`src/rtl/axi_lite_arbiter.sv`:
```
`default_nettype none
// =============================================================================
// Module   : axi_lite_arbiter
// Brief    : Arbitrates an IFU read port and an LSU read/write port onto one
//            AXI4-Lite slave, one outstanding transaction at a time.
//            Define ARB_ROUND_ROBIN_EN for round-robin IFU/LSU arbitration.
// Revision : 1.0 - initial release
// =============================================================================
module axi_lite_arbiter (
    input  logic        clk,
    input  logic        rst,
    // IFU read
    input  logic [31:0] ifu_araddr,
    input  logic        ifu_arvalid,
    output logic        ifu_arready,
    output logic [31:0] ifu_rdata,
    output logic [1:0]  ifu_rresp,
    output logic        ifu_rvalid,
    input  logic        ifu_rready,
    // LSU read
    input  logic [31:0] lsu_araddr,
    input  logic        lsu_arvalid,
    output logic        lsu_arready,
    output logic [31:0] lsu_rdata,
    output logic [1:0]  lsu_rresp,
    output logic        lsu_rvalid,
    input  logic        lsu_rready,
    // LSU write
    input  logic [31:0] lsu_awaddr,
    input  logic        lsu_awvalid,
    output logic        lsu_awready,
    input  logic [31:0] lsu_wdata,
    input  logic [3:0]  lsu_wstrb,
    input  logic        lsu_wvalid,
    output logic        lsu_wready,
    output logic [1:0]  lsu_bresp,
    output logic        lsu_bvalid,
    input  logic        lsu_bready,
    // Memory slave
    output logic [31:0] m_araddr,
    output logic        m_arvalid,
    input  logic        m_arready,
    input  logic [31:0] m_rdata,
    input  logic [1:0]  m_rresp,
    input  logic        m_rvalid,
    output logic        m_rready,
    output logic [31:0] m_awaddr,
    output logic        m_awvalid,
    input  logic        m_awready,
    output logic [31:0] m_wdata,
    output logic [3:0]  m_wstrb,
    output logic        m_wvalid,
    input  logic        m_wready,
    input  logic [1:0]  m_bresp,
    input  logic        m_bvalid,
    output logic        m_bready
);

    typedef enum logic [2:0] {
        IDLE  = 3'd0,
        RADDR = 3'd1,
        RDATA = 3'd2,
        WADDR = 3'd3,
        WRESP = 3'd4
    } state_t;

    localparam logic c_OWNER_IFU = 1'b0;
    localparam logic c_OWNER_LSU = 1'b1;

    state_t      r_state;
    state_t      w_state_next;
    logic        r_owner;
    logic [31:0] r_addr;
    logic [31:0] r_wdata;
    logic [3:0]  r_wstrb;
    logic        r_aw_done;
    logic        r_w_done;

    logic        w_wr_req;
    logic        w_lsu_req;
    logic        w_lsu_wins;
    logic        w_idle;
    logic        w_grant_ifu;
    logic        w_grant_lsu_rd;
    logic        w_grant_lsu_wr;
    logic        w_aw_fin;
    logic        w_w_fin;

    assign w_wr_req  = lsu_awvalid & lsu_wvalid;
    assign w_lsu_req = w_wr_req | lsu_arvalid;

`ifdef ARB_ROUND_ROBIN_EN
    logic r_last_grant;

    // On contention the master that was not served last wins.
    assign w_lsu_wins = w_lsu_req & (~ifu_arvalid | (r_last_grant == c_OWNER_IFU));

    always_ff @(posedge clk or negedge rst) begin
        if (!rst) begin
            r_last_grant <= c_OWNER_LSU;
        end else if (w_grant_ifu) begin
            r_last_grant <= c_OWNER_IFU;
        end else if (w_grant_lsu_rd | w_grant_lsu_wr) begin
            r_last_grant <= c_OWNER_LSU;
        end
    end
`else
    assign w_lsu_wins = w_lsu_req;
`endif

    // Grants are gated by rst so no ready escapes while reset is held.
    assign w_idle         = (r_state == IDLE) & rst;
    assign w_grant_lsu_wr = w_idle & w_lsu_wins & w_wr_req;
    assign w_grant_lsu_rd = w_idle & w_lsu_wins & ~w_wr_req;
    assign w_grant_ifu    = w_idle & ~w_lsu_wins & ifu_arvalid;

    assign ifu_arready = w_grant_ifu;
    assign lsu_arready = w_grant_lsu_rd;
    assign lsu_awready = w_grant_lsu_wr;
    assign lsu_wready  = w_grant_lsu_wr;

    assign m_araddr = r_addr;
    assign m_awaddr = r_addr;
    assign m_wdata  = r_wdata;
    assign m_wstrb  = r_wstrb;

    assign w_aw_fin = r_aw_done | m_awready;
    assign w_w_fin  = r_w_done | m_wready;

    always_ff @(posedge clk or negedge rst) begin
        if (!rst) begin
            r_state <= IDLE;
        end else begin
            r_state <= w_state_next;
        end
    end

    always_comb begin
        w_state_next = r_state;
        m_arvalid    = 1'b0;
        m_rready     = 1'b0;
        m_awvalid    = 1'b0;
        m_wvalid     = 1'b0;
        m_bready     = 1'b0;
        ifu_rvalid   = 1'b0;
        ifu_rdata    = '0;
        ifu_rresp    = '0;
        lsu_rvalid   = 1'b0;
        lsu_rdata    = '0;
        lsu_rresp    = '0;
        lsu_bvalid   = 1'b0;
        lsu_bresp    = '0;
        case (r_state)
            IDLE: begin
                if (w_grant_lsu_wr) begin
                    w_state_next = WADDR;
                end else if (w_grant_lsu_rd | w_grant_ifu) begin
                    w_state_next = RADDR;
                end
            end
            RADDR: begin
                m_arvalid = 1'b1;
                if (m_arready) begin
                    w_state_next = RDATA;
                end
            end
            RDATA: begin
                if (r_owner == c_OWNER_IFU) begin
                    ifu_rvalid = m_rvalid;
                    ifu_rdata  = m_rdata;
                    ifu_rresp  = m_rresp;
                    m_rready   = ifu_rready;
                end else begin
                    lsu_rvalid = m_rvalid;
                    lsu_rdata  = m_rdata;
                    lsu_rresp  = m_rresp;
                    m_rready   = lsu_rready;
                end
                if (m_rvalid & m_rready) begin
                    w_state_next = IDLE;
                end
            end
            WADDR: begin
                m_awvalid = ~r_aw_done;
                m_wvalid  = ~r_w_done;
                if (w_aw_fin & w_w_fin) begin
                    w_state_next = WRESP;
                end
            end
            WRESP: begin
                lsu_bvalid = m_bvalid;
                lsu_bresp  = m_bresp;
                m_bready   = lsu_bready;
                if (m_bvalid & lsu_bready) begin
                    w_state_next = IDLE;
                end
            end
            default: begin
                w_state_next = IDLE;
            end
        endcase
    end

    always_ff @(posedge clk or negedge rst) begin
        if (!rst) begin
            r_owner   <= c_OWNER_IFU;
            r_addr    <= '0;
            r_wdata   <= '0;
            r_wstrb   <= '0;
            r_aw_done <= 1'b0;
            r_w_done  <= 1'b0;
        end else begin
            if (w_grant_lsu_wr) begin
                r_owner <= c_OWNER_LSU;
                r_addr  <= lsu_awaddr;
                r_wdata <= lsu_wdata;
                r_wstrb <= lsu_wstrb;
            end else if (w_grant_lsu_rd) begin
                r_owner <= c_OWNER_LSU;
                r_addr  <= lsu_araddr;
            end else if (w_grant_ifu) begin
                r_owner <= c_OWNER_IFU;
                r_addr  <= ifu_araddr;
            end
            // AW and W complete independently; flags clear as the pair retires.
            if (r_state == WADDR) begin
                if (w_aw_fin & w_w_fin) begin
                    r_aw_done <= 1'b0;
                    r_w_done  <= 1'b0;
                end else begin
                    if (m_awready) r_aw_done <= 1'b1;
                    if (m_wready)  r_w_done  <= 1'b1;
                end
            end
        end
    end

endmodule
`default_nettype wire

```
`config.mk`:
```
export PLATFORM = sky130hd
export DESIGN_NAME = axi_lite_arbiter
export DESIGN_NICKNAME = d
export VERILOG_FILES = /design/src/rtl/axi_lite_arbiter.sv
export SDC_FILE = /design/constraint.sdc
export NUM_CORES = 1
export LEC_CHECK = 0
export BUFFER_PORTS_ARGS = -buffer_cell sky130_fd_sc_hd__buf_2
export CORE_AREA = 2 2 141 143
export CTS_CLUSTER_DIAMETER = 80
export DETAILED_ROUTE_END_ITERATION = 10
export DIE_AREA = 0 0 143 145
export GPL_TIMING_DRIVEN = 0
export PLACE_DENSITY = 0.64
export SETUP_SLACK_MARGIN = 0.05
export SYNTH_ARGS = -nofsm -noshare
export SYNTH_HDL_FRONTEND = slang
export SYNTH_SLANG_ARGS = --single-unit
```
`constraint.sdc`:
```
create_clock -name clk -period 2 [get_ports clk]
set_input_delay 0.1 -clock clk [delete_from_list [all_inputs] [get_ports clk]]
set_output_delay 0.1 -clock clk [all_outputs]
set_load 0.01 [all_outputs]
```
Word-level counts from Yosys, hierarchy flattened
Index checks and enable logic that the tools add are counted.
{"block": "op_classes", "eq_ne": 9, "muxes": 38, "bitwise_logic": 18, "reduce_logical": 7}
{"cell": "$mux W32", "n": 7}
{"cell": "$mux W1", "n": 19}
{"cell": "$mux W3", "n": 6}
{"cell": "$pmux W3 S5", "n": 1}
{"cell": "$and A1 B1 Y1", "n": 10}
{"cell": "$mux W2", "n": 5}
{"cell": "$ne A2 B2 Y1 const B", "n": 4}
{"cell": "$eq A3 B2 Y1 const B", "n": 2}
{"cell": "$reduce_and A5 Y1", "n": 1}
{"cell": "$not A1 Y1", "n": 4}
{"cell": "$or A1 B1 Y1", "n": 4}
{"cell": "$reduce_and A2 Y1", "n": 2}
{"cell": "$reduce_bool A2 Y1", "n": 2}
{"cell": "$eq A3 B1 Y1 const B", "n": 1}
{"cell": "$eq A3 B3 Y1 const B", "n": 1}
{"cell": "$logic_not A3 Y1", "n": 1}
{"cell": "$ne A3 B2 Y1 const B", "n": 1}
{"cell": "$reduce_bool A3 Y1", "n": 1}
{"block": "word_totals", "register_bits": 74, "in_bits": 182, "out_inout_bits": 182, "elab_cells": 79}

Longest topological paths before layout
Gate-level depths: netlist of run 1.
{"block": "depth", "word_depth": 9, "ltp_mapped": 7, "depth_no_buf": 3}

Worst setup path after synthesis of run 1
No wires, ideal clock.
{"block": "synth_path", "path_kind": "reg-to-reg", "from": "register r_state[0]", "to": "register r_wdata[0] (netlist: m_wdata[0])", "setup_time_ps": 128, "arrival_ps": 1726, "t_required_ps": 1872, "slack_ps": 146, "stages_incl_launch_ff": 7, "n_path_buf": 3, "period_less_slack_ps": 1854, "path_cell_list": "dfrtp_1 -> buf_2 -> nor4b_4 -> and2_1 -> buf_4 -> buf_6 -> mux2_1"}
{"block": "synth_via", "elab_chain_cells": 4}
{"element": "start: declaration", "line_no": "70", "rtl": "state_t r_state;"}
{"element": "start signal: assignment", "line_no": "134", "rtl": "r_state <= w_state_next;"}
{"element": "$logic_not A3 Y1", "line_no": "112", "rtl": "assign w_idle = (r_state == IDLE) & rst;"}
{"element": "$and A1 B1 Y1", "line_no": "112"}
{"element": "$and A1 B1 Y1 (2 in series)", "line_no": "113", "rtl": "assign w_grant_lsu_wr = w_idle & w_lsu_wins & w_wr_req;"}
{"element": "named net lsu_awready", "line_no": "31", "rtl": "output logic lsu_awready,"}
{"element": "end signal: assignment", "line_no": "216", "rtl": "r_wdata <= lsu_wdata;"}
{"element": "end: declaration", "line_no": "74", "rtl": "logic [31:0] r_wdata;"}
The timed path passes the listed nets, and every way through them passes these cells.
A chain may end at the register's enable or synchronous reset.

Worst setup path after layout of run 1
{"block": "layout_path", "from": "register r_state[0]", "to": "register r_wdata[25] (netlist: m_wdata[25])"}
{"block": "layout_via", "elab_chain_cells": 4}
{"element": "$logic_not A3 Y1", "line_no": "112"}
{"element": "$and A1 B1 Y1", "line_no": "112"}
{"element": "$and A1 B1 Y1 (2 in series)", "line_no": "113"}
No other way between the ends.

==> out/metrics.csv, run 1 <==
stage,metric,value,unit
die,initial_core_util,23.31,%
power_and_ir_drop,vdd_drop_max,543.3,uV
layout,final-seq-area,1853,sq um
logic_synthesis,ys_warn_count,0,
die,num_io_pins,364,
setup_path,reg2regPathDepth,9,
power_and_ir_drop,p_leak,4.328,nW
timing,fin_crit_sh,100.6,%
layout,multi_input_comb_area,2461,sq um
timing,timing.final.ws_setup,-0.01199,ns
timing,finalHoldViolations,0,
setup_path,r2r_setup_slack,-0.01,ns
global_route,grt_overflow,0,
drt,via_per_inst,4.439,
die,die_x,143,microns
logic_synthesis,postSynthAreaPerCell,9.102,sq um
timing,maxSlewHeadroom,50.74,%
placed_design,port_buffers,360,
logic_synthesis,ys_types,27,
logic_synthesis,ys_seq_elements,74,
logic_synthesis,syn_area,4478,sq um
clock_network,cts_buffer_depth,2,
setup_path,critPathArrivalTime,2.22,ns
global_route,grt_pass1_wl,30.76,mm
power_and_ir_drop,swShare,36.56,%
die,num_rows,51,
setup_path,cp-start-kind,flop,
layout,mostFrequentLayoutCells,"buf_2, dfrtp_1, nand2_1",
clock_network,clock-sinks,74,
setup_path,cpPeakStageDelay,0.38,ns
clock_network,path_clk_slew,0.06,ns
timing,setup_violations,2,
logic_synthesis,synth-main-ff-cell,dfrtp_1,
setup_path,crit_path_end,m_wdata[25],
logic_synthesis,synth_edf_count,0,
die,die_area,20740,sq um
clock_network,clkLatencyLatePin,0.34,ns
global_route,grt_pass1_vias,5427,
placed_design,place_congestion,0.8587,
die,core,19210,sq um
logic_synthesis,yosysSeqAreaShare,41.35,%
worst_hold_path,hp-class,in -> reg,
power_and_ir_drop,clock_power_share,16.0,%
power_and_ir_drop,p_int,6.659,mW
timing,worst_slew_pin_slew,0.7389,ns
job,max-cap-violations,0,
global_route,grt_usage,19.54,%
global_route,grt_antenna_before_repair,3,
clock_network,cts_root_buf,clkbuf_16,
setup_path,endpoint_kind,flop,
setup_path,cp_max_fo,5,
power_and_ir_drop,switchingPower,3.837,mW
power_and_ir_drop,combinationalPowerShare,57.2,%
logic_synthesis,syn_inst,492,
global_route,grt_max_degree,51,
setup_path,critPathKind,reg -> reg,
clock_network,htree_levels,3,
power_and_ir_drop,powerDensity,1256,nW/um^2
logic_synthesis,ys_async_sr_fraction,100.0,%
timing,clock.fmax,0.4970,GHz
layout,drive_gt1_share,58.25,%
timing,fin_skew,0.008801,ns
timing,maxSlewViolCount,0,
status,status,"finished, violations left",
die,dieHeight,145,microns
placed_design,dp_hpwl,14.98,mm
placed_design,dp_cells,1118,
timing,fin_crit,2.012,ns
layout,final_common_cell,buf_2,
layout,syn_to_final_growth,86.67,%
setup_path,cp_slowest_cell,dfrtp_1,
logic_synthesis,syn_nets,674,
drt,drt_iter0_drc,270,
power_and_ir_drop,p_seq_share,26.7,%
setup_path,worstReg2RegStart,r_state[0],
timing,rsz0062_at_grt,yes,
layout,fin_util,43.52,%
layout,fin_cells,1194,
clock_network,cts_tree,yes,
setup_path,cp.required,2.21,ns
setup_path,worst_r2r_endpoint,m_wdata[25],
drt,wl,21.34,mm
setup_path,cp_cell_sequence,buf_6 -> buf_6 -> nor4b_4 -> buf_6 -> and2_4 -> buf_12 -> buf_12 -> buf_8 -> mux2_4,
drt,firstDrtPassIters,5,
status,failed_checks,negative setup slack,
layout,fill_cells,1860,
placed_design,pre_cts_ws,-0.8006,ns
setup_path,crit_start,r_state[0],
layout,finalNetCount,1104,
drt,ant_nets,0,
drt,num_vias,5300,
setup_path,cpMostUsedCell,buf_6,
clock_network,cts_made_buffers,9,
drt,wl_per_cell,17.87,microns
drt,post-route-drc-count,0,
[metal layers]
layer | up-vias | GRT usage [%] | share of wire, % | wire length (microns)
met5 | - | 0 | 0 | 0
met3 | 27 | 3.531 | 6.5 | 1390
met1 | 2523 | 23.17 | 41 | 8649
met2 | 242 | 34.88 | 51 | 10790
met4 | 0 | 6.931 | 2.4 | 507
li1 | 2508 | - | - | -
[synthesized netlist by cell type (7+ instances only)]
master	number	share of area, %
and2_1	76	11
dfrtp_1	74	41
nand2_1	68	5.7
buf_4	35	5.9
o21ai_0	34	3.8
a32o_1	32	7.2
clkbuf_1	32	2.7
nand3_1	32	3.6
nor2b_1	32	4.5
mux2_1	29	7.3
nor2_1	12	1.0
mux2_2	7	1.8
[worst min-delay path by stage]
stage	start	end	slack, ns	depth (start not counted)
3_3_place_gp	lsu_wdata[0]	m_wdata[0]	0.32	2
2_1_floorplan	rst	m_araddr[0]	-0.20	0
3_5_place_dp	rst	m_araddr[17]	0.04	1
5_1_grt	lsu_wdata[18]	m_wdata[18]	0.02	2
6_report	lsu_wdata[17]	m_wdata[17]	0.02	2
4_1_cts	lsu_wdata[17]	m_wdata[17]	0.007	2
[final cells by class]
cell class	count	area share (%)
diodes	2	0.05987
plain buffers	72	6.406
clock buffers	10	2.859
clock inverters	6	0.7783
inverters	3	0.1347
multi-input cells	342	29.44
flip-flops and latches	74	22.17
well taps	265	3.966
repair buffers	420	34.19
[metrics by stage]
step | power, mW | instance area (sq um) | hold slack [ns] | setup TNS (ns)
2_1_floorplan | 5.250 | 4478 | -0.1956 | 0
3_3_place_gp | 7.230 | 6611 | 0.3170 | -117.51
3_5_place_dp | 7.294 | 6641 | 0.04265 | -55.76
4_1_cts | 10.12 | 8112 | 0.007272 | -2.268
5_1_grt | 11.10 | 8354 | 0.01626 | -2.452
6_report | 10.50 | 8359 | 0.02339 | -0.01678
[power groups by stage]
stage / Combinational, mW / Sequential, mW / Clock (mW)
2_1_floorplan: 2.26 / 2.99 / 0
3_3_place_gp: 4.50 / 2.73 / 0
3_5_place_dp: 4.53 / 2.77 / 0
4_1_cts: 5.62 / 2.76 / 1.74
5_1_grt: 6.42 / 2.89 / 1.79
6_report: 6.01 / 2.81 / 1.68
[sequential cells by signal, indices dropped and copies added (netlist names)]
register and flops:
m_wstrb 4, r_owner 1, m_wdata 32, r_state 3, r_aw_done 1, r_w_done 1
m_araddr 32
[timing repair]
| item | CTS | global route |
|---|---|---|
| pin swaps | 39 | 10 |
| endpoints found under the hold margin | 57 | 0 |
| endpoints found under the setup margin | 144 | 138 |
| cloned | 5 | 0 |
| hold buffers | 38 | 0 |
| gates resized for setup | 133 | 76 |
| buffers inserted | 17 | 0 |
[worst max-delay path: cells and delay by family, from the launching register on]
kind / cells / cell delay (ns)
mux: 1 / 0.31
simple gates: 2 / 0.43
buf+inv: 6 / 0.77
flops: 1 / 0.38
[logic make-up after synthesis]
family,share of synthesized area [%]
mux,9.276
flops,41.35
buf+inv,9.891
simple gates,26.91
compound gates,12.57
Note: power is estimated with default switching activity, not from simulation.
==> run 2, diff against run 1 <==
--- a/config.mk
+++ b/config.mk
@@ -6,12 +6,14 @@
 export NUM_CORES = 1
 export LEC_CHECK = 0
 export BUFFER_PORTS_ARGS = -buffer_cell sky130_fd_sc_hd__buf_2
-export CORE_AREA = 2 2 141 143
+export CELL_PAD_IN_SITES_DETAIL_PLACEMENT = 1
+export CELL_PAD_IN_SITES_GLOBAL_PLACEMENT = 2
+export CORE_AREA = 2 2 153 155
 export CTS_CLUSTER_DIAMETER = 80
 export DETAILED_ROUTE_END_ITERATION = 10
-export DIE_AREA = 0 0 143 145
+export DIE_AREA = 0 0 155 157
 export GPL_TIMING_DRIVEN = 0
-export PLACE_DENSITY = 0.64
+export PLACE_DENSITY = 0.91
 export SETUP_SLACK_MARGIN = 0.05
 export SYNTH_ARGS = -nofsm -noshare
 export SYNTH_HDL_FRONTEND = slang
==> run 2 against run 1 <==
  * The flow now finishes without violations
  * Fmax is 0.70% higher
  * Highest routed layer is now met5
  * Critical path depth fell by 3
  * Power up 0.60%
==> out/metrics.csv, run 2 (synthesized netlist as in run 1, its figures left out) <==
stage,metric,value,unit,change
clock_network,htree_levels,3,,unchanged
timing,fin_crit_sh,99.90,%,-0.70 points
timing,worst_slew_pin_slew,0.7467,ns,+0.007865 ns
setup_path,cp.required,1.90,ns,-0.31 ns
global_route,grt_overflow,0,,unchanged
die,die_x,155,microns,+8.4%
drt,ant_nets,0,,unchanged
global_route,grt_max_degree,51,,unchanged
job,max-cap-violations,0,,unchanged
clock_network,cts_buffer_depth,2,,unchanged
timing,fin_skew,0.005981,ns,-0.002820 ns
clock_network,cts_tree,yes,,
die,num_rows,55,,+7.8%
timing,maxSlewViolCount,0,,unchanged
clock_network,path_clk_slew,0.06,ns,about the same
timing,rsz0062_at_grt,yes,,
global_route,grt_antenna_before_repair,6,,+3
drt,via_per_inst,4.425,,-0.30%
power_and_ir_drop,powerDensity,1268,nW/um^2,+0.98%
timing,fin_crit,1.998,ns,-0.01395 ns
die,initial_core_util,19.90,%,-3.4 points
drt,firstDrtPassIters,4,,-1
placed_design,port_buffers,360,,unchanged
placed_design,place_congestion,0.7920,,-7.8%
drt,wl,24.65,mm,+15%
timing,finalHoldViolations,0,,unchanged
clock_network,cts_made_buffers,9,,unchanged
timing,maxSlewHeadroom,50.22,%,-0.52 points
die,die_area,24340,sq um,+17%
global_route,grt_pass1_vias,5777,,+6.4%
setup_path,cp_max_fo,10,,+5
layout,final_common_cell,buf_2,,
setup_path,endpoint_kind,primary output,,
setup_path,cp-start-kind,flop,,
die,dieHeight,157,microns,+8.3%
drt,drt_iter0_drc,160,,-41%
drt,post-route-drc-count,0,,unchanged
setup_path,critPathKind,reg -> out,,
die,core,22500,sq um,+17%
global_route,grt_pass1_wl,34.67,mm,+13%
clock_network,cts_root_buf,clkbuf_16,,
timing,setup_violations,0,,-2
timing,clock.fmax,0.5005,GHz,+0.70%
die,num_io_pins,364,,unchanged
setup_path,critPathArrivalTime,1.90,ns,-0.32 ns
drt,wl_per_cell,20.20,microns,+13%
layout,syn_to_final_growth,85.97,%,
power_and_ir_drop,vdd_drop_max,387.4,uV,-29%
status,status,"finished, final reports clean",,
layout,drive_gt1_share,56.64,%,-1.6 points
layout,finalNetCount,1111,,+0.63%
clock_network,clkLatencyLatePin,0.33,ns,about the same
worst_hold_path,hp-class,in -> reg,,
layout,mostFrequentLayoutCells,"buf_2, dfrtp_1, nand2_1",,
placed_design,dp_hpwl,17.44,mm,+16%
drt,num_vias,5399,,+1.9%
layout,fin_util,37.01,%,-6.5 points
power_and_ir_drop,total_power,10.56,mW,+0.60%
clock_network,clock-sinks,74,,unchanged
global_route,grt_usage,19.04,%,-0.50 points
power_and_ir_drop,p_leak,4.313,nW,-0.35%
run 2: changes by cell type in the layout (fill, tap and decap cells not counted), moves of 2 or more:
cell      change
and2_1        +6
and2_4        -6
buf_2         +6
buf_4        +13
buf_6        -11
buf_8         -2
clkbuf_2      -2
clkbuf_4      +2
mux2_1       +12
mux2_2        +3
mux2_4       -15
run 2: per-layer routing:
layer | vias up | share of wire [%] | track usage [%]
li1 | 2515 | - | -
met1 | 2620 | 40 | 21.23
met2 | 237 | 52 | 35.94
met3 | 23 | 6.0 | 4.708
met4 | 4 | 1.9 | 5.159
met5 | - | 0.11 | 0
run 2: what timing repair did:
item	4_1_cts	5_1_grt
resized for setup	119	51
setup endpoints to repair	144	134
hold buffers	37	0
hold endpoints to repair	56	0
buffers inserted	17	9
pin swaps	39	4
gates cloned	5	0
run 2: power by group:
group / internal (mW) / switching (mW) / total (mW)
Sequential: 2.24 / 0.615 / 2.85
Combinational: 3.26 / 2.66 / 5.92
Clock: 1.10 / 0.686 / 1.78
run 2: path summary, 6_finish.rpt:
kind / startpoint / to / slack, ns / depth (start not counted)
worst max-delay path: r_state[0] / lsu_rdata[15] / 0.002 / 6
worst min-delay path: lsu_wdata[6] / m_wdata[6] / 0.03 / 2
worst max register to register: r_state[1] / m_wdata[21] / 0.06 / 8
worst min register to register: m_wdata[2] / m_wdata[2] / 0.48 / 1
max in group asynchronous: rst / r_state[2] / 1.13 / 4
min in group asynchronous: rst / m_wdata[28] / 0.44 / 4
run 2: stage by stage:
| step | worst slack, ns | cells | instance area, sq um | hold slack, ns | setup TNS (ns) |
|---|---|---|---|---|---|
| floorplan | 0.1462 | 492 | 4478 | -0.1956 | 0 |
| global placement | -1.699 | 1137 | 6636 | 0.3166 | -124.79 |
| detailed placement | -0.8661 | 1138 | 6666 | 0.05478 | -65.85 |
| CTS | -0.07155 | 1213 | 8090 | 0.01201 | -3.545 |
| global route | -0.08098 | 1220 | 8328 | 0.01109 | -2.770 |
| finish | 0.001960 | 1220 | 8328 | 0.02648 | 0 |
run 2: area by class of cell:
cell class	count	area, sq um
clock buffers	10	229.0
plain buffers	71	529.3
repair buffers	428	2865
well taps	285	356.6
fillers	2662	14170
clock inverters	6	90.09
inverters	3	11.26
multi-input cells	342	2391
diodes	1	2.502
flip-flops and latches	74	1853
run 2: worst max-delay path, cell delays in order, from the launching register on:
cell and delay (ns):
dfrtp_1 0.37, buf_6 0.12, or3b_4 0.41, nor2_4 0.17, clkbuf_8 0.19, and2_1 0.14
buf_2 0.14
==> run 3, diff against run 2 <==
--- a/config.mk
+++ b/config.mk
@@ -8,12 +8,12 @@
 export BUFFER_PORTS_ARGS = -buffer_cell sky130_fd_sc_hd__buf_2
 export CELL_PAD_IN_SITES_DETAIL_PLACEMENT = 1
 export CELL_PAD_IN_SITES_GLOBAL_PLACEMENT = 2
-export CORE_AREA = 2 2 153 155
+export CORE_AREA = 2 2 146 148
 export CTS_CLUSTER_DIAMETER = 80
 export DETAILED_ROUTE_END_ITERATION = 10
-export DIE_AREA = 0 0 155 157
+export DIE_AREA = 0 0 148 150
 export GPL_TIMING_DRIVEN = 0
-export PLACE_DENSITY = 0.91
+export PLACE_DENSITY = 0.95
 export SETUP_SLACK_MARGIN = 0.05
 export SYNTH_ARGS = -nofsm -noshare
 export SYNTH_HDL_FRONTEND = slang
==> constraint.sdc (replaced) <==
create_clock -name clk -period 2.5 [get_ports clk]
set_input_delay 0.125 -clock clk [delete_from_list [all_inputs] [get_ports clk]]
set_output_delay 0.125 -clock clk [all_outputs]
set_load 0.01 [all_outputs]
==> run 3 against run 2 <==
  * Design area shrank 13%
  * Via count decreased by 3.6%
  * Highest routed layer unchanged
  * Clock-buffer cell count unchanged
  * Critical path depth unchanged
  * Combinational power decreased by 36%
  * Non-clock buffer count fell by 39
  * Critical path type unchanged
  * Flip-flop and latch count did not move
  * Utilization is 1.9 points lower
  * Setup slack gained 0.19 ns
  * Sequential share of layout area up 3.3 points
==> out/metrics.csv, run 3 (synthesized netlist as in run 1, its figures left out) <==
stage,metric,value,unit,change
timing,maxSlewHeadroom,25.98,%,-24 points
setup_path,cp_slowest_cell,or3b_2,,
drt,firstDrtPassIters,4,,unchanged
global_route,grt_pass1_wl,30.97,mm,-11%
power_and_ir_drop,clock_power_share,18.4,%,+1.5 points
timing,rsz0062_at_grt,no,,
placed_design,place_congestion,0.8092,,+2.2%
clock_network,cts_buffer_depth,2,,unchanged
drt,via_per_inst,4.448,,+0.51%
layout,multi_input_comb_area,2198,sq um,-8.1%
clock_network,clock-sinks,74,,unchanged
timing,worst_slew_pin_slew,1.107,ns,+0.3599 ns
layout,final_common_cell,buf_2,,
setup_path,endpoint_kind,primary output,,
drt,post-route-drc-count,0,,unchanged
timing,fin_crit,2.308,ns,
die,initial_core_util,21.64,%,+1.7 points
timing,fin_skew,0.01009,ns,+0.004109 ns
clock_network,cts_made_buffers,9,,unchanged
clock_network,cts_root_buf,clkbuf_16,,
setup_path,cp_cell_sequence,buf_2 -> or3b_2 -> nor2_4 -> clkbuf_2 -> and2_1 -> buf_2,,
die,core,20690,sq um,-8.1%
global_route,grt_overflow,0,,unchanged
setup_path,cp.required,2.38,ns,+0.48 ns
worst_hold_path,hp-class,in -> reg,,
drt,wl,21.05,mm,-15%
drt,wl_per_cell,17.99,microns,-11%
die,dieHeight,150,microns,-4.5%
setup_path,cpPeakStageDelay,0.54,ns,+0.13 ns
die,num_rows,53,,-3.6%
setup_path,critPathArrivalTime,2.18,ns,+0.28 ns
global_route,grt_max_degree,55,,+7.8%
setup_path,cp.buffers_inverters,3,,unchanged
clock_network,htree_levels,3,,unchanged
timing,fin_crit_sh,92.34,%,
die,num_io_pins,364,,unchanged
placed_design,pre_cts_ws,-0.3365,ns,+0.5295 ns
power_and_ir_drop,vdd_drop_max,265.7,uV,-31%
die,die_x,148,microns,-4.5%
status,status,"finished, final reports clean",,
drt,drt_iter0_drc,147,,-8.1%
power_and_ir_drop,swShare,39.34,%,+1.8 points
timing,clock.fmax,0.4332,GHz,
layout,syn_to_final_growth,62.08,%,
timing,setup_violations,0,,unchanged
layout,diodes,0,,-1
power_and_ir_drop,combinationalPowerShare,51.2,%,-4.9 points
placed_design,dp_hpwl,16.24,mm,-6.9%
power_and_ir_drop,total_power,7.353,mW,-30%
layout,fill_cells,2562,,-3.8%
layout,drive_gt1_share,49.05,%,-7.6 points
layout,final-seq-area,1852,sq um,about the same
global_route,grt_usage,18.30,%,-0.73 points
setup_path,cp-start-kind,flop,,
clock_network,cts_tree,yes,,
timing,fin_tns_setup,0,ns,unchanged
clock_network,path_clk_slew,0.06,ns,about the same
drt,ant_nets,0,,unchanged
global_route,grt_antenna_before_repair,1,,-5
power_and_ir_drop,p_seq_share,30.5,%,+3.5 points
power_and_ir_drop,p_int,4.460,mW,-32%
placed_design,port_buffers,360,,unchanged
die,die_area,22200,sq um,-8.8%
layout,mostFrequentLayoutCells,"buf_2, and2_1, dfrtp_1",,
timing,finalHoldViolations,0,,unchanged
global_route,grt_pass1_vias,5521,,-4.4%
clock_network,clkLatencyLatePin,0.34,ns,about the same
job,max-cap-violations,0,,unchanged
timing,hold_slack,0.008529,ns,-0.01795 ns
layout,finalNetCount,1072,,-3.5%
power_and_ir_drop,switchingPower,2.892,mW,-27%
power_and_ir_drop,p_leak,3.879,nW,-10%
timing,maxSlewViolCount,0,,unchanged
timing,timing.final.ws_setup,0.1916,ns,+0.1896 ns
setup_path,critPathKind,reg -> out,,
drt,num_vias,5204,,-3.6%
setup_path,cpMostUsedCell,buf_2,,
power_and_ir_drop,powerDensity,1013,nW/um^2,-20%
setup_path,path_delay_family,simple AND/OR/NAND/NOR gates,,
setup_path,cp_max_fo,10,,unchanged
==> run 3: area by class of cell <==
class | instances | area share, %
Timing Repair Buffer | 387 | 28.96
Tap cell | 275 | 4.741
Buffer | 73 | 6.051
Sequential cell | 74 | 25.51
Clock inverter | 6 | 0.9998
Multi-Input combinational cell | 342 | 30.29
Clock buffer | 10 | 3.293
Inverter | 3 | 0.1551
==> run 3: what timing repair did <==
item,in CTS,in global routing
resized for setup,8,3
buffers inserted,3,0
endpoints found under the setup margin,72,39
hold endpoints to repair,39,1
hold buffers,22,1
gates cloned,0,0
pin swaps,1,0
==> run 3: per-layer routing <==
metal | track usage (%) | vias to the layer above | routed length, microns
met2 | 33.80 | 249 | 10920
li1 | - | 2436 | -
met5 | 0 | - | 12
met3 | 4.909 | 26 | 1598
met4 | 5.095 | 2 | 360
met1 | 20.70 | 2491 | 8150
==> run 3: path summary, 6_finish.rpt <==
| path | cells after the start | to | slack (ns) | from |
|---|---|---|---|---|
| max | 6 | ifu_rdata[15] | 0.19 | r_state[0] |
| max in group asynchronous | 3 | m_araddr[1] | 0.70 | rst |
| min reg2reg | 1 | m_wdata[4] | 0.49 | m_wdata[4] |
| max reg2reg | 6 | r_state[0] | 0.54 | r_state[0] |
| min | 2 | m_wdata[19] | 0.009 | lsu_wdata[19] |
| min in group asynchronous | 4 | m_araddr[16] | 0.44 | rst |
==> run 3: power groups by stage <==
stage                     clock [mW]  sequential, mW  combinational [mW]
after floorplan                    0            2.39                1.81
after global placement             0            2.21                3.60
after detailed placement           0            2.25                3.69
after CTS                       1.40            2.23                3.78
after global routing            1.45            2.31                4.10
final                           1.35            2.24                3.76
==> run 3: worst register-to-register path: stages, from the launching register on <==
cell      delay, ns
dfrtp_1        0.31
buf_2          0.19
nor4b_4        0.06
buf_4          0.16
o21ai_1        0.26
clkbuf_1       0.61
o21ai_0        0.20
==> run 3: per-stage QoR <==
stage                     std cells  utilization (%)  instance area, sq um
after floorplan                 492                -                  4478
after global placement         1127            32.02                  6624
after detailed placement       1128            32.16                  6654
after CTS                      1169            35.00                  7242
after global routing           1170            35.08                  7258
final                          1170            35.08                  7258
